==> config.mk <==
export PLATFORM = sky130hd
export DESIGN_NAME = pwm_generator
export DESIGN_NICKNAME = d
export VERILOG_FILES = /design/src/rtl/pwm_generator.sv
export SDC_FILE = /design/constraint.sdc
export NUM_CORES = 1
export LEC_CHECK = 0
export ABC_AREA = 1
export ABC_CLOCK_PERIOD_IN_PS = 1800
export BUFFER_PORTS_ARGS = -buffer_cell sky130_fd_sc_hd__buf_4
export CORE_MARGIN = 10
export CORE_UTILIZATION = 31
export DETAILED_ROUTE_END_ITERATION = 8
export GPL_ROUTABILITY_DRIVEN = 0
export RECOVER_POWER = 100
export REMOVE_ABC_BUFFERS = 1
export SLEW_MARGIN = 40
export SYNTH_ARGS = -nofsm -noshare
export SYNTH_HDL_FRONTEND = slang
export SYNTH_SLANG_ARGS = --single-unit
==> constraint.sdc <==
create_clock -name clock -period 1.8 [get_ports clock]
set_input_delay 0 -clock clock [delete_from_list [all_inputs] [get_ports clock]]
set_output_delay 0 -clock clock [all_outputs]
set_load 0.05 [all_outputs]
==> src/rtl/pwm_generator.sv <==
// pwm_generator: 8-bit PWM with a request/acknowledge ratio interface.
// A new ratio takes effect only at a period boundary, so the waveform never
// glitches. An optional per-period slew limit ramps the active ratio toward
// the requested target instead of stepping it.
module pwm_generator #(
    parameter int CLK_DIV   = 1,  // clocks per PWM tick, >= 1
    parameter int RAMP_STEP = 0   // max change of ratio_active per period, 0 = no limit
) (
    input  logic       clock,
    input  logic       reset_n,
    input  logic       pwm_enable,
    input  logic [7:0] pwm_ratio,
    input  logic       pwm_update,
    output logic       pwm_done,
    output logic       pwm_out,
    output logic       busy,
    output logic [7:0] ratio_active
);

    localparam int              PW         = (CLK_DIV > 1) ? $clog2(CLK_DIV) : 1;
    localparam logic [PW-1:0]   PRESC_LAST = PW'(CLK_DIV - 1);
    localparam logic [8:0]      STEP9      = 9'(RAMP_STEP);
    localparam logic [7:0]      STEP8      = 8'(RAMP_STEP);

    logic [PW-1:0]     presc;
    logic [7:0]        cnt;
    logic [7:0]        target;
    logic              pending;
    logic              tick;
    logic              boundary;
    logic signed [8:0] diff;
    logic [8:0]        diff_mag;
    logic [7:0]        ratio_next;

    assign busy = pending;

    // Tick/boundary decode and the ratio the next boundary will install.
    always_comb begin
        // NOTE: every signal written here gets a default first, so no path can leave it unassigned and infer a latch.
        tick       = pwm_enable && (presc == PRESC_LAST);
        boundary   = tick && (cnt == 8'd255);
        diff       = $signed({1'b0, target}) - $signed({1'b0, ratio_active});
        diff_mag   = diff[8] ? $unsigned(-diff) : $unsigned(diff);
        ratio_next = target;
        // A step is taken only when the gap exceeds it, so the result stays in 0..255.
        if (RAMP_STEP != 0 && diff_mag > STEP9) begin
            if (diff[8]) begin
                ratio_next = ratio_active - STEP8;
            end else begin
                ratio_next = ratio_active + STEP8;
            end
        end
    end

    // Prescaler and period counter; both parked at 0 while disabled.
    always_ff @(posedge clock or negedge reset_n) begin
        // NOTE: state registers use non-blocking assignment so every flop samples pre-edge values.
        if (!reset_n) begin
            presc <= '0;
            cnt   <= '0;
        end else if (!pwm_enable) begin
            presc <= '0;
            cnt   <= '0;
        end else if (tick) begin
            presc <= '0;
            cnt   <= cnt + 8'd1;
        end else begin
            presc <= presc + PW'(1);
        end
    end

    // Active ratio changes only at the period boundary; registered compare drives the pin.
    always_ff @(posedge clock or negedge reset_n) begin
        if (!reset_n) begin
            ratio_active <= '0;
            pwm_out      <= 1'b0;
        end else begin
            if (!pwm_enable) begin
                ratio_active <= '0;
            end else if (boundary) begin
                ratio_active <= ratio_next;
            end
            pwm_out <= pwm_enable && (cnt < ratio_active);
        end
    end

    // Request capture and acknowledge; a fresh request always wins over an ack
    // so that pwm_done only ever refers to the newest ratio.
    always_ff @(posedge clock or negedge reset_n) begin
        if (!reset_n) begin
            target   <= '0;
            pending  <= 1'b0;
            pwm_done <= 1'b0;
        end else if (pwm_update) begin
            target   <= pwm_ratio;
            pending  <= 1'b1;
            pwm_done <= 1'b0;
        end else if (pending && (!pwm_enable || (boundary && ratio_next == target))) begin
            pending  <= 1'b0;
            pwm_done <= 1'b1;
        end else begin
            pwm_done <= 1'b0;
        end
    end

endmodule

Word level (Yosys, flattened, before mapping)
Cells that the tools add are included.

word-level totals
  register bits = 28
  input port bits = 12
  logic and storage cells = 31

operators by class
  add/subtract/negate cells = 2
  order comparisons = 1
  equality and inequality tests = 3
  multiplexer cells = 10
  bitwise gates (word level) = 1
  reductions and logical operators = 7

operators with widths
  operator                                                         count
  8-bit 2-to-1 mux                                                 4
  8-bit by 1-bit adder with 8-bit output, second input constant    1
  8-bit equality test, second input constant                       1
  8-bit < comparator                                               1
  1-bit 2-to-1 mux                                                 6
  1-bit logical AND                                                4
  2-bit by 1-bit != test with 1-bit output, second input constant  2
  2-bit nonzero test                                               1
  1-bit adder, second input constant                               1
  1-bit zero test                                                  1
  1-bit logical OR                                                 1
  1-bit NOT                                                        1

Depth between registers and ports, before layout
Gate-level depths: netlist (run 1).

  word-level depth = 7
  mapped depth = 8
  mapped depth without buffers = 8

Worst setup path after synthesis (run 1)
Ideal clock, no wire load.

  path type = register to register
  start = register ratio_active[7]
  end = register pwm_out
  setup time = 0.077 ns
  arrival = 1.359 ns
  slack = 0.364 ns
  stages on the path, launching flop included = 8
  path buffers = 0
  period minus slack after synthesis = 1.436 ns
  cell sequence = dfrtp_1 inv_1 ha_1 nand2_1 inv_1 nand3_1 nand4_1 a21oi_1

on the way
  word-level cells in the longest chain between the ends = 2

ends and longest elaborated chain
  item                      line  text
  start: declaration        17    output logic [7:0] ratio_active
  start signal: assignment  81    ratio_active <= ratio_next;
  8-bit < comparator        83    pwm_out <= pwm_enable && (cnt < ratio_active);
  1-bit logical AND         83
  end signal: assignment    83
  end: declaration          15    output logic pwm_out,

Every way passes these cells.
A chain may end at the register's enable or synchronous reset.

Worst setup path in the final report (run 1)
  start = register cnt[1]
  end = register ratio_active[0]

on the way
  word-level cells in the longest chain between the ends = 3

ends and longest elaborated chain
  item                                                line  text
  start: declaration                                  26    logic [7:0] cnt;
  start signal: assignment                            66    cnt <= cnt + 8'd1;
  8-bit equality test                                 41    boundary = tick && (cnt == 8'd255);
  1-bit logical AND                                   41
  2-bit by 1-bit != test with 1-bit output (no line)  n/a

Every way passes these cells.

==> results of run 1 <==
## power groups by stage
stage / clock network [mW] / logic [mW] / registers (mW)
2_1_floorplan: 0 / 0.0436 / 0.694
3_3_place_gp: 0 / 0.114 / 0.682
3_5_place_dp: 0 / 0.115 / 0.684
4_1_cts: 0.406 / 0.144 / 0.671
5_1_grt: 0.442 / 0.158 / 0.674
6_report: 0.397 / 0.136 / 0.670
## area by class of cell
cell class	instances	share of cell area, %
Multi-Input combinational cell	115	32.6
Timing Repair Buffer	39	16.5
Tap cell	52	3.69
Clock buffer	4	3.12
Inverter	20	4.26
Sequential cell	28	39.7
## flip-flops by register name, summed over array words and instances, names as in the netlist
| register | cells |
|---|---|
| busy | 1 |
| cnt | 8 |
| presc | 1 |
| pwm_done | 1 |
| pwm_out | 1 |
| ratio_active | 8 |
| ratio_next | 8 |
## layer usage
metal  track usage, %  up-vias  wire length, um
li1                 -      602                -
met4             3.98        0               52
met1             9.86      525             1340
met5                0        -                0
met3             2.53        5              117
met2             14.7       17             1410
## cells in the final DEF (no fill, tap or decap), types with 2 or more instances in the layout
master / synthesis / final
sky130_fd_sc_hd__nor2_1: 11 / 11
sky130_fd_sc_hd__clkbuf_8: 0 / 4
sky130_fd_sc_hd__a21oi_1: 8 / 8
sky130_fd_sc_hd__inv_1: 18 / 18
sky130_fd_sc_hd__buf_4: 1 / 2
sky130_fd_sc_hd__dlygate4sd3_1: 0 / 17
sky130_fd_sc_hd__clkbuf_4: 0 / 8
sky130_fd_sc_hd__o21ai_0: 2 / 7
sky130_fd_sc_hd__clkbuf_1: 0 / 11
sky130_fd_sc_hd__nand3_1: 13 / 13
sky130_fd_sc_hd__nand2_1: 60 / 60
sky130_fd_sc_hd__ha_1: 8 / 8
sky130_fd_sc_hd__dfrtp_1: 28 / 28
## final timing paths
check | start | cells past startpoint | to
setup / recovery | cnt[1] | 7 | ratio_active[0]
hold / removal | pwm_enable | 3 | cnt[0]
setup reg to reg | cnt[1] | 7 | ratio_active[0]
hold reg to reg | ratio_next[1] | 2 | ratio_next[1]
max in group asynchronous | reset_n | 2 | ratio_next[3]
min in group asynchronous | reset_n | 2 | cnt[2]
## per-stage QoR
step	hold slack (ns)	instance area [um^2]
4_1_cts	0.0767	1810
5_1_grt	0.0980	1760
3_3_place_gp	-0.0595	1580
2_1_floorplan	-0.296	1350
6_report	0.0819	1760
3_5_place_dp	-0.0559	1580
## repair_timing
action,4_1_cts,5_1_grt
hold buffers,17,0
setup buffers,0,0
hold endpoints to repair,36,0
## logic make-up (layout without fill, tap and decap cells)
kind of cell    count (synthesis)  in the layout
fa+ha+maj                       8              8
other cells                     1              1
simple gates                   89             89
compound gates                 17             17
buf+inv                        25             63
flops                          28             28
## worst max-delay path, delay by kind of cell (launching register included)
family                     cells  cell delay (ns)
buffers and inverters          1             0.12
adders and majority gates      1             0.19
DFF                            1             0.40
and+or+nand+nor                5             0.59
==> results_dict.tcl, run 1 <==
set metrics [dict create \
    p_switching_uw 293 \
    antenna_found_initial 0 \
    maximum_clock_rate_mhz 740 \
    antenna_cells 0 \
    synth.area.top_cells "sky130_fd_sc_hd__dfrtp_1, sky130_fd_sc_hd__nand2_1, sky130_fd_sc_hd__ha_1" \
    netlist_area_um2 1390 \
    via_count 1149 \
    detail_route.first_pass.iterations 3 \
    synth_edf_count 0 \
    clock_sink_count 28 \
    fin_worst_skew_ns 0.00482 \
    cp_common_cell "sky130_fd_sc_hd__nand2_1" \
    power.sequential.fraction_pct 55.7 \
    finalHoldViolations 0 \
    cts-root-buf "sky130_fd_sc_hd__clkbuf_8" \
    number_of_global_route_vias_before_repair 1206 \
    drive_gt1_share_pct 9.71 \
    die_y_um 86.8 \
    cp_data_arrival_time_ns 1.58 \
    initial_utilization_pct 31.8 \
    outcome "completed" \
    p_int_uw 910 \
    cpPeakStageDelay_ns 0.40 \
    post-place-cells 237 \
    ys_ff_latch 28 \
    synth_xor_xnor_area_share_pct 0 \
    postCtsResizedCells 0 \
    tritoncts "built" \
    drt_wl_total_um 2920 \
    cts.reportedPaths.clkPinSlew_ns 0.10 \
    fin_cells 258 \
    syn_to_final_growth_pct 27.3 \
    power_switching_share_pct 24.4 \
    hpwl_um 2020 \
    max-vdd-ir-drop_mv 0.331 \
    period_share_pct 75.1 \
    critical_path.slowest_cell "sky130_fd_sc_hd__dfrtp_1" \
    grt_max_degree 29 \
    worst_ep_required_ns 2.03 \
    cp_cell_sequence "ha_1 > nand2_1 > nor3_4 > nand2_4 > inv_1 > nand3_1 > nand2_1" \
    post_synthesis_cell_type_with_the_largest_combined_area "sky130_fd_sc_hd__dfrtp_1" \
    critical_path_class "register to register" \
    insertion_delay_ns 0.28 \
    total_power_mw 1.20 \
    headroom_to_the_max_slew_limit_pct 53.2 \
    pwr_dens_nw_per_um2 683 \
    final_period_minus_worst_setup_slack_ns 1.35 \
    power.clock.fraction_pct 33.0 \
    cts_max_path_buffers 2 \
    final.fill_count 448 \
    setup_tns_ns 0 \
    seq_area_frac_synth_pct 50.6 \
    yosys.area_share.adder_pct 7.23 \
    postSynthAreaPerCell_um2 8.24 \
    drtIter0Drc 33 \
    rsz0062_at_grt "no" \
    drv_slew 0 \
    fin_util_pct 40.5 \
    crit_fanout 16 \
    synth_compound_area_share_pct 6.59 \
    multi_input_gate_area_um2 576 \
    grt_overflow_total 0 \
    postSynth.topFlopCell "sky130_fd_sc_hd__dfrtp_1" \
    ant_nets 0 \
    dpl_worst_slack_ns 0.458 \
    die_width_um 86.8 \
    core_region_area_um2 4350 \
    boundaryPins 23 \
    yosys_warnings 0 \
    yosys.area.top_type_share_pct 50.6 \
    power.static_leakage_nw 0.875 \
    postLayoutSetupSlackWorst_ns 0.448 \
    synth.distinct_cells 22 \
    final-setup-viol-count 0 \
    regToRegSetupSlack_ns 0.45 \
    yosysMostFrequentCell "sky130_fd_sc_hd__nand2_1" \
    ff_latch_area_um2 701 \
    synth_top_cells_by_count "sky130_fd_sc_hd__nand2_1, sky130_fd_sc_hd__dfrtp_1, sky130_fd_sc_hd__inv_1" \
    comb_power_share_pct 11.3 \
    cp-end-kind "register" \
    yosys.area_share.simple_pct 27.5 \
    port_buffer_count 22 \
    post_synth_inst_count 168 \
    cts_inserted_buffers 3 \
    synth.mux.area_fraction_pct 0 \
    finish.net_count 227 \
    worst_hold_path_class "input port to register" \
    cp-start-kind "register" \
    global_route_usage_over_all_layers_pct 8.70 \
    viasPerCell 4.45 \
    max-cap-violations 0 \
    site_rows 24 \
    wl_per_cell_um 11.3 \
    main_combinational_cell_family_by_area_after_synthesis "simple AND/OR/NAND/NOR gates" \
    grt_first_pass_wirelength_um 5380 \
    worst-slew-pin-transition_ns 0.702 \
    drcViolationCount 0 \
    htreeDepth 1 \
    async_reset_ff_share_pct 100 \
    floorplan.die_area_um2 7540 \
]
No activity file was read; power rests on OpenSTA's default activity.
==> run 2: changes to the inputs <==
--- a/config.mk
+++ b/config.mk
@@ -6,7 +6,7 @@
 export NUM_CORES = 1
 export LEC_CHECK = 0
 export ABC_AREA = 1
-export ABC_CLOCK_PERIOD_IN_PS = 1800
+export ABC_CLOCK_PERIOD_IN_PS = 1300
 export BUFFER_PORTS_ARGS = -buffer_cell sky130_fd_sc_hd__buf_4
 export CORE_MARGIN = 10
 export CORE_UTILIZATION = 31
==> constraint.sdc (replaced) <==
create_clock -name clock -period 1.3 [get_ports clock]
set_input_delay 0 -clock clock [delete_from_list [all_inputs] [get_ports clock]]
set_output_delay 0 -clock clock [all_outputs]
set_load 0.05 [all_outputs]
==> results_dict.tcl, run 2 (synthesis gave the netlist of run 1 again) <==
set metrics [dict create \
    drv_slew 0 \
    total_power_mw 1.59 \
    die_width_um 86.8 \
    rsz0062_at_grt "yes" \
    fin_worst_skew_ns 0.00425 \
    setup_tns_ns -0.196 \
    insertion_delay_ns 0.27 \
    boundaryPins 23 \
    pwr_dens_nw_per_um2 856 \
    antenna_found_initial 0 \
    viasPerCell 4.45 \
    power.static_leakage_nw 0.956 \
    maximum_clock_rate_mhz 751 \
    drcViolationCount 0 \
    post_dp_cell_area_um2 1630 \
    detailroute.wirelength.met2_um 1650 \
    reg2regPathDepth 7 \
    port_buffer_count 22 \
    fin_util_pct 42.7 \
    crit_start "cnt[0]" \
    final-setup-viol-count 10 \
    die_y_um 86.8 \
    cts.reportedPaths.clkPinSlew_ns 0.09 \
    tritoncts "built" \
    period_share_pct 102 \
    failing_checks "negative setup slack" \
    worst_hold_path_class "input port to register" \
    global_route_usage_over_all_layers_pct 8.42 \
    origin_of_the_critical_flop_to_flop_path "cnt[0]" \
    cts-root-buf "sky130_fd_sc_hd__clkbuf_8" \
    regToRegSetupSlack_ns -0.03 \
    timing.critical_path.to "cnt[6]" \
    postLayoutCellArea_um2 1860 \
    cp-start-kind "register" \
    core_region_area_um2 4350 \
    critical_path_class "register to register" \
    postLayoutSetupSlackWorst_ns -0.0322 \
    hold_slack_ns 0.00194 \
    ant_nets 0 \
    wl_per_cell_um 11.9 \
    finalHoldViolations 0 \
    htreeDepth 1 \
    drt_wl_total_um 3160 \
    max-vdd-ir-drop_mv 0.552 \
    crit_fanout 3 \
    via_count 1185 \
    floorplan.die_area_um2 7540 \
    outcome "finished, violations left" \
    site_rows 24 \
    layout_commonest_cell "sky130_fd_sc_hd__nand2_1" \
    initial_utilization_pct 31.8 \
    worst-slew-pin-transition_ns 0.695 \
    cp_data_arrival_time_ns 1.50 \
    cts_max_path_buffers 2 \
    number_of_global_route_vias_before_repair 1185 \
    worst_ep_required_ns 1.47 \
    grt_max_degree 29 \
    grt_first_pass_wirelength_um 5180 \
    final.fill_count 433 \
    grt_overflow_total 0 \
    detail_route.first_pass.iterations 4 \
    hpwl_um 2160 \
    final_period_minus_worst_setup_slack_ns 1.33 \
    drive_gt1_share_pct 21.0 \
    highest-signal-layer "met4" \
    finish.net_count 236 \
    syn_to_final_growth_pct 34.1 \
    headroom_to_the_max_slew_limit_pct 53.7 \
    layout_common_cells "sky130_fd_sc_hd__nand2_1, sky130_fd_sc_hd__dfrtp_1, sky130_fd_sc_hd__buf_4" \
    clock_sink_count 28 \
    drtIter0Drc 38 \
    max-cap-violations 0 \
    cts_inserted_buffers 3 \
    critical_path.reg2reg.endpoint "cnt[6]" \
    wl_met3_um 148 \
    antenna_cells 0 \
    met1_layer_wirelength_in_the_final_routing_um 1340 \
    cp-end-kind "register" \
]
[run 2: cell types whose count changed in the layout (fill, tap and decap cells not counted), moves of 5 or more]
cell and delta:
sky130_fd_sc_hd__buf_4 +17, sky130_fd_sc_hd__clkbuf_4 -8, sky130_fd_sc_hd__clkbuf_2 +9, sky130_fd_sc_hd__o21ai_0 -5, sky130_fd_sc_hd__o21ai_1 +5, sky130_fd_sc_hd__clkbuf_1 -9
[run 2: metrics by stage]
stage | setup slack (ns) | instances
global route | -0.147 | 266
CTS | 0.0218 | 263
global placement | 0.0409 | 244
finish | -0.0322 | 266
floorplan | -0.136 | 163
detailed placement | 0.0195 | 244
[run 2: per-layer routing]
| layer | vias up | track usage (%) |
|---|---|---|
| met5 | - | 0 |
| met4 | 0 | 2.65 |
| met3 | 3 | 2.72 |
| met2 | 25 | 14.7 |
| met1 | 538 | 9.39 |
| li1 | 619 | - |
[run 2: layout make-up]
class	instances	area (um^2)	share of cell area, %
multi-input cells	116	613	33.0
flip-flops and latches	28	701	37.7
repair buffers	47	360	19.4
well taps	52	65.1	3.50
inverters	20	77.6	4.18
clock buffers	3	41.3	2.22
[run 2: worst min path at each step]
stage                    start             to  cells past startpoint
floorplan              reset_n           busy                      0
detailed placement     reset_n         cnt[4]                      1
global route        pwm_update  ratio_next[7]                      3
finish              pwm_update  ratio_next[7]                      3
global placement       reset_n         cnt[3]                      1
CTS                 pwm_update  ratio_next[7]                      3
[run 2: timing repair]
| item | in CTS | in global routing |
|---|---|---|
| setup buffers | 0 | 2 |
| endpoints found under the setup margin | 3 | 15 |
| gates cloned | 0 | 1 |
| pin swaps | 0 | 1 |
| resized for setup | 1 | 8 |
| hold buffers | 16 | 0 |
| hold endpoints to repair | 36 | 0 |
[run 2: report_power, final]
part	switching [mW]	total, mW	internal [mW]
Clock	0.258	0.466	0.208
Combinational	0.109	0.197	0.0873
Sequential	0.0229	0.928	0.905
Total	0.391	1.59	1.20
[run 2: worst max-delay path: stages, from the launching register on]
cell and delay [ns]:
sky130_fd_sc_hd__dfrtp_1 0.38, sky130_fd_sc_hd__ha_2 0.20, sky130_fd_sc_hd__nand2_2 0.07, sky130_fd_sc_hd__nor3_4 0.25, sky130_fd_sc_hd__buf_4 0.17, sky130_fd_sc_hd__nand3_1 0.06, sky130_fd_sc_hd__nand2_1 0.06, sky130_fd_sc_hd__nor2_1 0.04
==> run 3: changes to the inputs <==
--- a/config.mk
+++ b/config.mk
@@ -14,7 +14,9 @@
 export GPL_ROUTABILITY_DRIVEN = 0
 export RECOVER_POWER = 100
 export REMOVE_ABC_BUFFERS = 1
+export SKIP_CTS_REPAIR_TIMING = 1
 export SLEW_MARGIN = 40
 export SYNTH_ARGS = -nofsm -noshare
 export SYNTH_HDL_FRONTEND = slang
 export SYNTH_SLANG_ARGS = --single-unit
+export TNS_END_PERCENT = 10
==> results_dict.tcl, run 3 (synthesis gave the netlist of run 1 again) <==
set metrics [dict create \
    via_count 1133 \
    wl_per_cell_um 11.3 \
    core_region_area_um2 4350 \
    failing_checks "negative hold slack, negative setup slack" \
    headroom_to_the_max_slew_limit_pct 54.7 \
    detail_route.first_pass.iterations 4 \
    drtIter0Drc 37 \
    boundaryPins 23 \
    cp-end-kind "register" \
    tritoncts "built" \
    fin_worst_skew_ns 0.00120 \
    rsz0062_at_grt "yes" \
    site_rows 24 \
    drcViolationCount 0 \
    die_y_um 86.8 \
    power.static_leakage_nw 0.920 \
    hpwl_um 2160 \
    viasPerCell 4.37 \
    number_of_global_route_vias_before_repair 1100 \
    worst_hold_path_class "input port to register" \
    initial_utilization_pct 31.8 \
    floorplan.die_area_um2 7540 \
    crit_fanout 16 \
    worst_ep_required_ns 1.50 \
    antenna_cells 0 \
    outcome "finished, violations left" \
    cp-start-kind "register" \
    worst-slew-pin-transition_ns 0.680 \
    global_route_usage_over_all_layers_pct 7.77 \
    grt_overflow_total 0 \
    cts_max_path_buffers 2 \
    drive_gt1_share_pct 22.2 \
    finalHoldViolations 6 \
    die_width_um 86.8 \
    htreeDepth 1 \
    insertion_delay_ns 0.27 \
    ant_nets 0 \
    max-vdd-ir-drop_mv 0.550 \
    pwr_dens_nw_per_um2 880 \
    grt_first_pass_wirelength_um 4820 \
    final-setup-viol-count 2 \
    final_period_minus_worst_setup_slack_ns 1.33 \
    cts-root-buf "sky130_fd_sc_hd__clkbuf_8" \
    fin_util_pct 41.0 \
    clock_sink_count 28 \
    maximum_clock_rate_mhz 753 \
    grt_max_degree 29 \
    cts.reportedPaths.clkPinSlew_ns 0.09 \
    syn_to_final_growth_pct 29.0 \
    layout_common_cells "sky130_fd_sc_hd__nand2_1, sky130_fd_sc_hd__dfrtp_1, sky130_fd_sc_hd__buf_4" \
    period_share_pct 102 \
    total_power_mw 1.57 \
    cts_inserted_buffers 3 \
    finish.net_count 229 \
    setup_tns_ns -0.0404 \
    hold_slack_ns -0.00790 \
    final.fill_count 444 \
    cp_data_arrival_time_ns 1.53 \
    max-cap-violations 0 \
    antenna_found_initial 0 \
    port_buffer_count 22 \
    drt_wl_total_um 2930 \
    drv_slew 0 \
    layout_commonest_cell "sky130_fd_sc_hd__nand2_1" \
    postLayoutSetupSlackWorst_ns -0.0272 \
    critical_path_class "register to register" \
]
[run 3: metal layers]
layer / wire, um / track usage [%] / share of wire, % / up-vias
met5: 0 / 0 / 0 / -
met2: 1500 / 12.7 / 51 / 23
li1: - / - / - / 602
met1: 1280 / 9.29 / 44 / 505
met3: 134 / 2.53 / 4.6 / 3
met4: 16 / 2.65 / 0.55 / 0
[run 3: final timing paths]
kind / startpoint / endpoint / depth (start not counted) / slack (ns)
setup / recovery: cnt[0] / ratio_active[7] / 6 / -0.03
hold / removal: pwm_update / ratio_next[6] / 3 / -0.008
setup reg to reg: cnt[0] / ratio_active[7] / 6 / -0.03
hold reg to reg: ratio_next[6] / ratio_next[6] / 2 / 0.48
max in group asynchronous: reset_n / presc / 2 / 0.53
min in group asynchronous: reset_n / cnt[4] / 2 / 0.29
[run 3: critical path, cell delays in order (launching register included)]
cell                      delay, ns
sky130_fd_sc_hd__dfrtp_1       0.38
sky130_fd_sc_hd__ha_2          0.20
sky130_fd_sc_hd__nand2_2       0.07
sky130_fd_sc_hd__nor3_4        0.17
sky130_fd_sc_hd__nand2_4       0.16
sky130_fd_sc_hd__buf_4         0.17
sky130_fd_sc_hd__o21ai_1       0.11
[run 3: cell type report]
class,instances,area (um^2),area share [%]
multi-input cells,115,603,33.8
well taps,52,65.1,3.64
flip-flops and latches,28,702,39.3
repair buffers,41,300,16.8
inverters,20,75.1,4.20
clock buffers,3,41.3,2.31
[run 3: where the power goes]
part           switching (mW)  leakage (nW)  internal, mW
Clock                   0.258        0.0216         0.208
Combinational           0.105         0.531        0.0751
Sequential             0.0219         0.367         0.905
Total                   0.384         0.920          1.19
[run 3: through the flow]
| step | instances | hold slack (ns) | area (um^2) | setup slack (ns) |
|---|---|---|---|---|
| 2_1_floorplan | 163 | -0.296 | 1350 | -0.136 |
| 4_1_cts | 247 | -0.356 | 1680 | -0.00579 |
| 3_3_place_gp | 244 | -0.0563 | 1630 | 0.0409 |
| 3_5_place_dp | 244 | -0.0577 | 1630 | 0.0195 |
| 5_1_grt | 259 | 0.0163 | 1790 | -0.144 |
| 6_report | 259 | -0.00790 | 1790 | -0.0272 |
